--- config.mk ---
export PLATFORM = sky130hd
export DESIGN_NAME = seq_gen_1101
export DESIGN_NICKNAME = d
export VERILOG_FILES = /design/src/rtl/seq_gen_1101_pkg.sv /design/src/rtl/seq_gen_1101.sv
export SDC_FILE = /design/constraint.sdc
export NUM_CORES = 1
export LEC_CHECK = 0
export ABC_AREA = 1
export CAP_MARGIN = 10
export CORE_MARGIN = 5
export CORE_UTILIZATION = 31
export DETAILED_ROUTE_END_ITERATION = 8
export GPL_TIMING_DRIVEN = 1
export PLACE_DENSITY = 0.56
export SETUP_SLACK_MARGIN = 0.2
export SYNTH_ARGS = -nofsm -noshare
export SYNTH_HDL_FRONTEND = slang
export SYNTH_SLANG_ARGS = --single-unit
--- constraint.sdc ---
create_clock -name clk -period 2.9 [get_ports clk]
set_input_delay 0.58 -clock clk [delete_from_list [all_inputs] [get_ports clk]]
set_output_delay 0.58 -clock clk [all_outputs]
set_load 0.01 [all_outputs]
--- src/rtl/seq_gen_1101_pkg.sv ---
// Shared definitions for the 1101 pattern transmitter and its detector:
// FSM encoding and the default frame pattern both ends agree on.
package seq_gen_1101_pkg;

  typedef enum logic [1:0] {
    S_IDLE = 2'd0,
    S_SEND = 2'd1,
    S_GAP  = 2'd2
  } state_t;

  localparam int         PAT_W_DEFAULT = 4;
  localparam logic [3:0] PAT_DEFAULT   = 4'b1101;

endpackage

--- src/rtl/seq_gen_1101.sv ---
// Serial transmitter of a programmable burst of pattern frames, MSB first,
// with optional zero gaps between frames or overlap of a shared end bit.
module seq_gen_1101
  import seq_gen_1101_pkg::*;
#(
  parameter int               PAT_W = PAT_W_DEFAULT,
  parameter logic [PAT_W-1:0] PAT   = PAT_DEFAULT,
  parameter int               CNT_W = 8,
  parameter int               GAP_W = 4
) (
  input  logic             clk,
  input  logic             rst,
  input  logic             start,
  input  logic [CNT_W-1:0] count,
  input  logic [GAP_W-1:0] gap,
  input  logic             ovl,
  input  logic             en,
  output logic             out,
  output logic             valid,
  output logic             busy,
  output logic             done,
  output logic [CNT_W-1:0] sent,
  output state_t           dbg_state
);

  localparam int               IDX_W   = $clog2(PAT_W);
  localparam logic [IDX_W-1:0] IDX_TOP = IDX_W'(PAT_W - 1);
  localparam logic [IDX_W-1:0] IDX_OVL = IDX_W'(PAT_W - 2);

  // Handshake: a bit on out is offered while valid=1 and is consumed on
  // each rising edge where en=1; with en=0 everything holds.

  state_t           state;
  logic [IDX_W-1:0] idx;
  logic [GAP_W-1:0] gcnt;
  logic [CNT_W-1:0] cnt_q;
  logic [GAP_W-1:0] gap_q;
  logic             ovl_q;
  logic             eff_ovl;

  // Overlap only makes sense when the pattern's last bit can double as the
  // first bit of the next frame, and only without idle gaps.
  assign eff_ovl   = ovl_q && (gap_q == '0) && (PAT[PAT_W-1] == PAT[0]);
  assign dbg_state = state;

  always_ff @(posedge clk) begin
    if (rst) begin
      state <= S_IDLE;
      idx   <= '0;
      gcnt  <= '0;
      cnt_q <= '0;
      gap_q <= '0;
      ovl_q <= 1'b0;
      out   <= 1'b0;
      valid <= 1'b0;
      busy  <= 1'b0;
      done  <= 1'b0;
      sent  <= '0;
    end else begin
      done <= 1'b0;
      case (state)
        S_IDLE: begin
          if (start) begin
            sent <= '0;
            if (count != '0) begin
              cnt_q <= count;
              gap_q <= gap;
              ovl_q <= ovl;
              idx   <= IDX_TOP;
              out   <= PAT[PAT_W-1];
              valid <= 1'b1;
              busy  <= 1'b1;
              state <= S_SEND;
            end else begin
              done <= 1'b1;
            end
          end
        end

        S_SEND: begin
          if (en) begin
            if (idx != '0) begin
              idx <= idx - 1'b1;
              out <= PAT[idx - 1'b1];
            end else begin
              sent <= sent + CNT_W'(1);
              if (sent + CNT_W'(1) == cnt_q) begin
                out   <= 1'b0;
                valid <= 1'b0;
                busy  <= 1'b0;
                done  <= 1'b1;
                state <= S_IDLE;
              end else if (eff_ovl) begin
                idx <= IDX_OVL;
                out <= PAT[PAT_W-2];
              end else if (gap_q != '0) begin
                gcnt  <= gap_q;
                out   <= 1'b0;
                state <= S_GAP;
              end else begin
                idx <= IDX_TOP;
                out <= PAT[PAT_W-1];
              end
            end
          end
        end

        S_GAP: begin
          if (en) begin
            if (gcnt == GAP_W'(1)) begin
              idx   <= IDX_TOP;
              out   <= PAT[PAT_W-1];
              state <= S_SEND;
            end else begin
              gcnt <= gcnt - 1'b1;
            end
          end
        end

        default: begin
          out   <= 1'b0;
          valid <= 1'b0;
          busy  <= 1'b0;
          state <= S_IDLE;
        end
      endcase
    end
  end

endmodule

==> results of run 1 <==
[cell type report]
| cell class | instances | area [um2] |
|---|---|---|
| clock buffer | 7 | 86.3 |
| clock inverter | 1 | 7.51 |
| fill | 645 | 3580 |
| inverter | 40 | 151 |
| multi-input combinational | 210 | 1080 |
| sequential | 32 | 641 |
| tap | 75 | 93.8 |
| timing repair buffer | 32 | 315 |
[sequential cells by signal, indices dropped and copies added, names as in the netlist]
name,flops
gcnt,4
gap_q,4
idx,2
cnt_q,8
sent,8
out,1
ovl_q,1
dbg_state,2
done,1
busy,1
[worst reg2reg max path: cells and delay by family, from the launching register on]
family | cells | cell delay [ns]
flops | 1 | 0.50
buf+inv | 1 | 0.04
compound gates | 1 | 0.17
fa+ha+maj | 1 | 0.29
simple gates | 11 | 1.02
[cell usage in the layout (no fill, tap or decap), types with 2 or more instances in the layout]
cell	Yosys	final
a21oi_1	20	20
buf_4	2	2
clkbuf_8	0	6
clkdlybuf4s50_1	0	30
dfxtp_1	32	32
ha_1	5	5
inv_1	37	37
inv_2	2	2
nand2_1	52	52
nand2_2	7	7
nand2_4	4	4
nand3_1	24	24
nand4_1	6	6
nor2_1	54	54
nor2_4	3	3
o21ai_0	20	20
xor2_1	3	3
[path summary, 6_finish.rpt]
path | depth (start not counted) | slack, ns | end | startpoint
setup / recovery | 14 | 0.77 | gcnt[2] | sent[0]
hold / removal | 2 | 0.48 | gcnt[3] | gcnt[3]
setup reg to reg | 14 | 0.77 | gcnt[2] | sent[0]
hold reg to reg | 2 | 0.48 | gcnt[3] | gcnt[3]
[layer usage]
layer	vias up	global-route usage, %
li1	988	-
met5	-	0
met3	7	3.82
met2	22	20.5
met4	0	5.22
met1	817	17.2
[power by group]
part	switching, uW	internal (uW)	leakage [uW]	total [uW]
sequential	85.1	556	0.000263	641
combinational	582	352	0.000704	933
clock	178	193	0.0000445	371
[metrics by stage]
step	area, um2	utilization, %	setup WS, ns	power, uW
2_1_floorplan	1910	-	1.03	1350
3_3_place_gp	2280	38.3	0.585	1590
3_5_place_dp	2280	38.3	0.479	1590
4_1_cts	2370	39.9	0.778	1980
5_1_grt	2370	39.9	0.576	2140
6_report	2370	39.9	0.775	1950
[logic make-up after synthesis]
family	count (synthesis)	synth area share, %
simple gates	154	37.1
compound gates	47	14.2
buf+inv	47	10.2
flops	32	33.5
fa+ha+maj	5	3.27
xor+xnor	4	1.83
==> reports/results.ini, run 1 <==
[global_routing]
grt_pass1_wl_um=8020
antenna_found_initial=0
grt_max_degree=23
track_usage_pct=13.2
grt_pass1_vias=1735
grt_overflow=0

[setup_path]
worst_setup_path_start_kind=flop
crit_chain=ha_1 -> nand3_1 -> o21bai_2 -> nand2_1 -> nand2_1 -> nand3_2 -> nor2_4 -> nand2_4 -> nand2_4 -> nand2_4 -> nand2_4 -> inv_2 -> nor2_1 -> nor2_1
end_kind=flop
max_stage_delay_ns=0.50
cpLargestDelayFamily=simple AND/OR/NAND/NOR gates
cp_max_fo=7
required_ns=3.09
cpMaxStageDelayCell=dfxtp_1
path_common_cell=nand2_4
arrival_ns=2.31
cp.buffers_inverters=1
path_class=flop to flop

[clocking]
root_buffer=clkbuf_8
cts_hold_buf=0
post_cts_buffers=0
cts.sinks=32
h-tree-depth=2
post_cts_resized=0
clock_path_buffers=2
clock_latency_ns=0.29
cts-buffers-inserted=5
cts_tree=done
path_clk_slew_ns=0.07

[synth]
yosys.cell_types.count=31
synth_area_mm2=0.00191
netlist_instances=289
synth_flop_cell=dfxtp_1
yosysTopAreaCell=dfxtp_1
synth_common_cells=54 x nor2_1, 52 x nand2_1, 37 x inv_1
synth-async-reset-ratio_pct=0
synth-edff-count=0
synth.ff_latch_count=32
yosys-top-cells-area=dfxtp_1 33%, nor2_1 11%, nand2_1 10%, inv_1 7.3%, nand3_1 6.3%
yosysWarnings=0
avgSynthCellArea_um2=6.62
syn_nets=311
synth_top_area_share_pct=33.5
yosysMostFrequentCell=nor2_1
ys_seq_area_share_pct=33.5

[sta]
skew_ns=0.0119
setup_viol=0
slew_viol_final=0
fmax_mhz=471
rsz0062_at_grt=no
hold_slack_ns=0.476
hold_viol=0
setup_tns_ns=0
post-route-period-util_pct=73.3
worst_pin_slew_ns=0.568
timing.final.crit_period_ns=2.13
maxSlewHeadroom_pct=62.1

[floorplan]
die_area_mm2=0.00785
ioPinCount=31
die_y_um=88.6
die_w_um=88.6
start_util_pct=32.1
rows=28
core_mm2=0.00596

[route]
antenna_left=0
vias_per_cell=4.62
drtIter0Drc=52
vias=1834
met3RoutedLength_um=148
avgRoutedWirePerCell_um=11.7
first_pass_iters=4
met1_length_um=2340
maxUsedRoutingLayer=met4
drc=0
wl_um=4660
dr_wl_met2_um=2070

[final_layout]
layout-drive-gt1-share_pct=9.94
final_cells=397
diodes=0
design.final.nets=343
area_growth_syn_to_layout_pct=24.0

[power_and_ir_drop]
leakage_uw=0.00101
power.density_mw_per_mm2=820
max-vdd-ir-drop_v=0.000361

[run_status]
status=completed

[placed_design]
dp_hpwl_um=3540
port_buffers=30
dpl.cell_count=389
gp_congestion=0.815

[flow_run]
drv_cap=0

[hold_path]
hp-class=flop to flop

Power figures use the tool's default switching activity.
==> inputs of run 2 (changes only) <==
==> constraint.sdc (replaced) <==
create_clock -name clk -period 2.2 [get_ports clk]
set_input_delay 0.44 -clock clk [delete_from_list [all_inputs] [get_ports clk]]
set_output_delay 0.44 -clock clk [all_outputs]
set_load 0.01 [all_outputs]
==> run 2 against run 1 <==
Net effect:
- global-route usage rose by 0.37 points
- routed wire length up 2.1%
- die area unchanged
- via count increased by 1.9%
- sequential power up 31%
- worst setup slack got worse by 0.44 ns
- critical path type unchanged
==> reports/results.ini, run 2 (synthesis results as in run 1) <==
[floorplan]
die_area_mm2=0.00785  ; unchanged
start_util_pct=32.1  ; unchanged
die_y_um=88.6  ; unchanged
die_w_um=88.6  ; unchanged
ioPinCount=31  ; unchanged
rows=28  ; unchanged
core_mm2=0.00596  ; unchanged

[route]
wl_um=4760  ; +2.1%
vias_per_cell=4.63  ; +0.14%
first_pass_iters=4  ; unchanged
drc=0  ; unchanged
vias=1869  ; +1.9%
antenna_left=0  ; unchanged
avgRoutedWirePerCell_um=11.8  ; +0.31%
drtIter0Drc=99  ; +90%

[setup_path]
reg2reg_slack_ns=0.34  ; -0.44 ns
worst_setup_path_start_kind=flop
reg2reg_from=sent[0]
reg2reg_to=dbg_state[0]
arrival_ns=2.04  ; -0.27 ns
required_ns=2.38  ; -0.71 ns
cp_max_fo=5  ; -2
worstRegToRegCells=13  ; -1
end_kind=flop
path_class=flop to flop

[sta]
setup_tns_ns=0  ; unchanged
post-route-period-util_pct=84.6  ; +11 points
timing.final.crit_period_ns=1.86  ; -0.264 ns
setup_viol=0  ; unchanged
fmax_mhz=537  ; +14%
slew_viol_final=0  ; unchanged
fin_ws_ns=0.339  ; -0.436 ns
hold_viol=0  ; unchanged
rsz0062_at_grt=no
skew_ns=0.00558  ; -0.00636 ns
maxSlewHeadroom_pct=79.2  ; +17 points
worst_pin_slew_ns=0.311  ; -0.257 ns

[final_layout]
layout-drive-gt1-share_pct=15.8  ; +5.9 points
top_regs=cnt_q: 8 flops, sent: 8 flops
final_cell_mix=52 x nand2_1, 49 x nor2_1, 37 x inv_1
area_growth_syn_to_layout_pct=29.0
fillers=647  ; +0.31%
diodes=0  ; unchanged
design.final.nets=350  ; +2.0%
final_common_cell=nand2_1

[placed_design]
port_buffers=30  ; unchanged
pre_cts_slack_ns=0.162  ; -0.317 ns
gp_congestion=0.825  ; +1.2%
dp_hpwl_um=3660  ; +3.2%

[hold_path]
holdPathEnd=gcnt[3]
hold-path-cell-count=2  ; unchanged
hp-class=flop to flop
worstHoldStart=gcnt[3]

[global_routing]
grt_overflow=0  ; unchanged
grt_pass1_wl_um=8280  ; +3.3%
antenna_found_initial=0  ; unchanged
grt_pass1_vias=1826  ; +5.2%
grt_max_degree=23  ; unchanged
track_usage_pct=13.6  ; +0.37 points

[clocking]
cts_tree=done
clock_latency_ns=0.28  ; about the same
path_clk_slew_ns=0.07  ; about the same
h-tree-depth=2  ; unchanged
clock_path_buffers=2  ; unchanged
cts_hold_buf=0  ; unchanged
cts-buffers-inserted=5  ; unchanged
cts.sinks=32  ; unchanged
root_buffer=clkbuf_8

[run_status]
status=completed

[power_and_ir_drop]
power.density_mw_per_mm2=1070  ; +30%
max-vdd-ir-drop_v=0.000547  ; +51%
power_uw=2630  ; +35%
leakage_uw=0.00106  ; +4.8%

[flow_run]
drv_cap=0  ; unchanged

## run 2: cell types whose count changed in the layout (fill, tap and decap cells not counted)
cell,delta
nor2_1,-5
dfxtp_2,+5
dfxtp_1,-5
nor2_2,+5
buf_4,+5
buf_6,+2
clkbuf_1,-1
ha_1,-1
nand3_2,+1
clkinvlp_4,-1
ha_4,+1
nand3_1,-1
clkinv_2,+2
## run 2: cell type report
type	count	area (um2)	area share [%]
inverters	40	151	6.13
multi-input cells	210	1110	44.9
well taps	75	93.8	3.80
repair buffers	39	375	15.2
clock buffers	6	82.6	3.35
clock inverters	2	10.0	0.405
flip-flops and latches	32	647	26.2
## run 2: how the worst max path moves through the flow
| stage | startpoint | to | slack [ns] | cells after the start |
|---|---|---|---|---|
| floorplan | sent[0] | gcnt[0] | 0.33 | 14 |
| global placement | count[0] | idx[0] | 0.20 | 11 |
| detailed placement | count[0] | idx[0] | 0.16 | 11 |
| CTS | sent[2] | dbg_state[0] | 0.23 | 13 |
| global route | sent[5] | dbg_state[0] | 0.21 | 13 |
| finish | sent[0] | dbg_state[0] | 0.34 | 13 |
## run 2: metrics by stage
step / utilization, % / instance area, um2 / std cells / hold slack (ns)
after floorplan: - / 1910 / 289 / 0.439
final: 41.4 / 2470 / 404 / 0.475
after detailed placement: 38.8 / 2310 / 393 / 0.461
after global routing: 41.4 / 2470 / 404 / 0.512
after global placement: 38.8 / 2310 / 393 / 0.459
after CTS: 40.3 / 2400 / 401 / 0.480
## run 2: routing by layer
metal	up-vias	GRT usage, %	wire length (um)
met4	0	5.91	104
met3	10	2.79	171
met1	820	17.9	2330
li1	1005	-	-
met5	-	0	0
met2	34	21.4	2150
## run 2: timing repair
| action | in CTS | in global routing |
|---|---|---|
| resized for setup | 0 | 15 |
| buffers inserted | 0 | 3 |
| endpoints found under the setup margin | 0 | 10 |
## run 2: critical path: stages, from the launching register on
cell	delay, ns
dfxtp_2	0.34
ha_4	0.18
nand3_1	0.13
nand2_1	0.09
nand3_1	0.08
nand2_1	0.07
nor2_2	0.13
nand2_2	0.07
nor2_4	0.16
nand2_4	0.10
o21ai_4	0.21
nand3_1	0.09
nand2_1	0.06
nor2_1	0.04
## run 2: power by group
group	switching (uW)	total [uW]	internal [uW]
Sequential	108	842	734
Clock	226	476	250
Combinational	804	1310	509
Total	1140	2630	1490
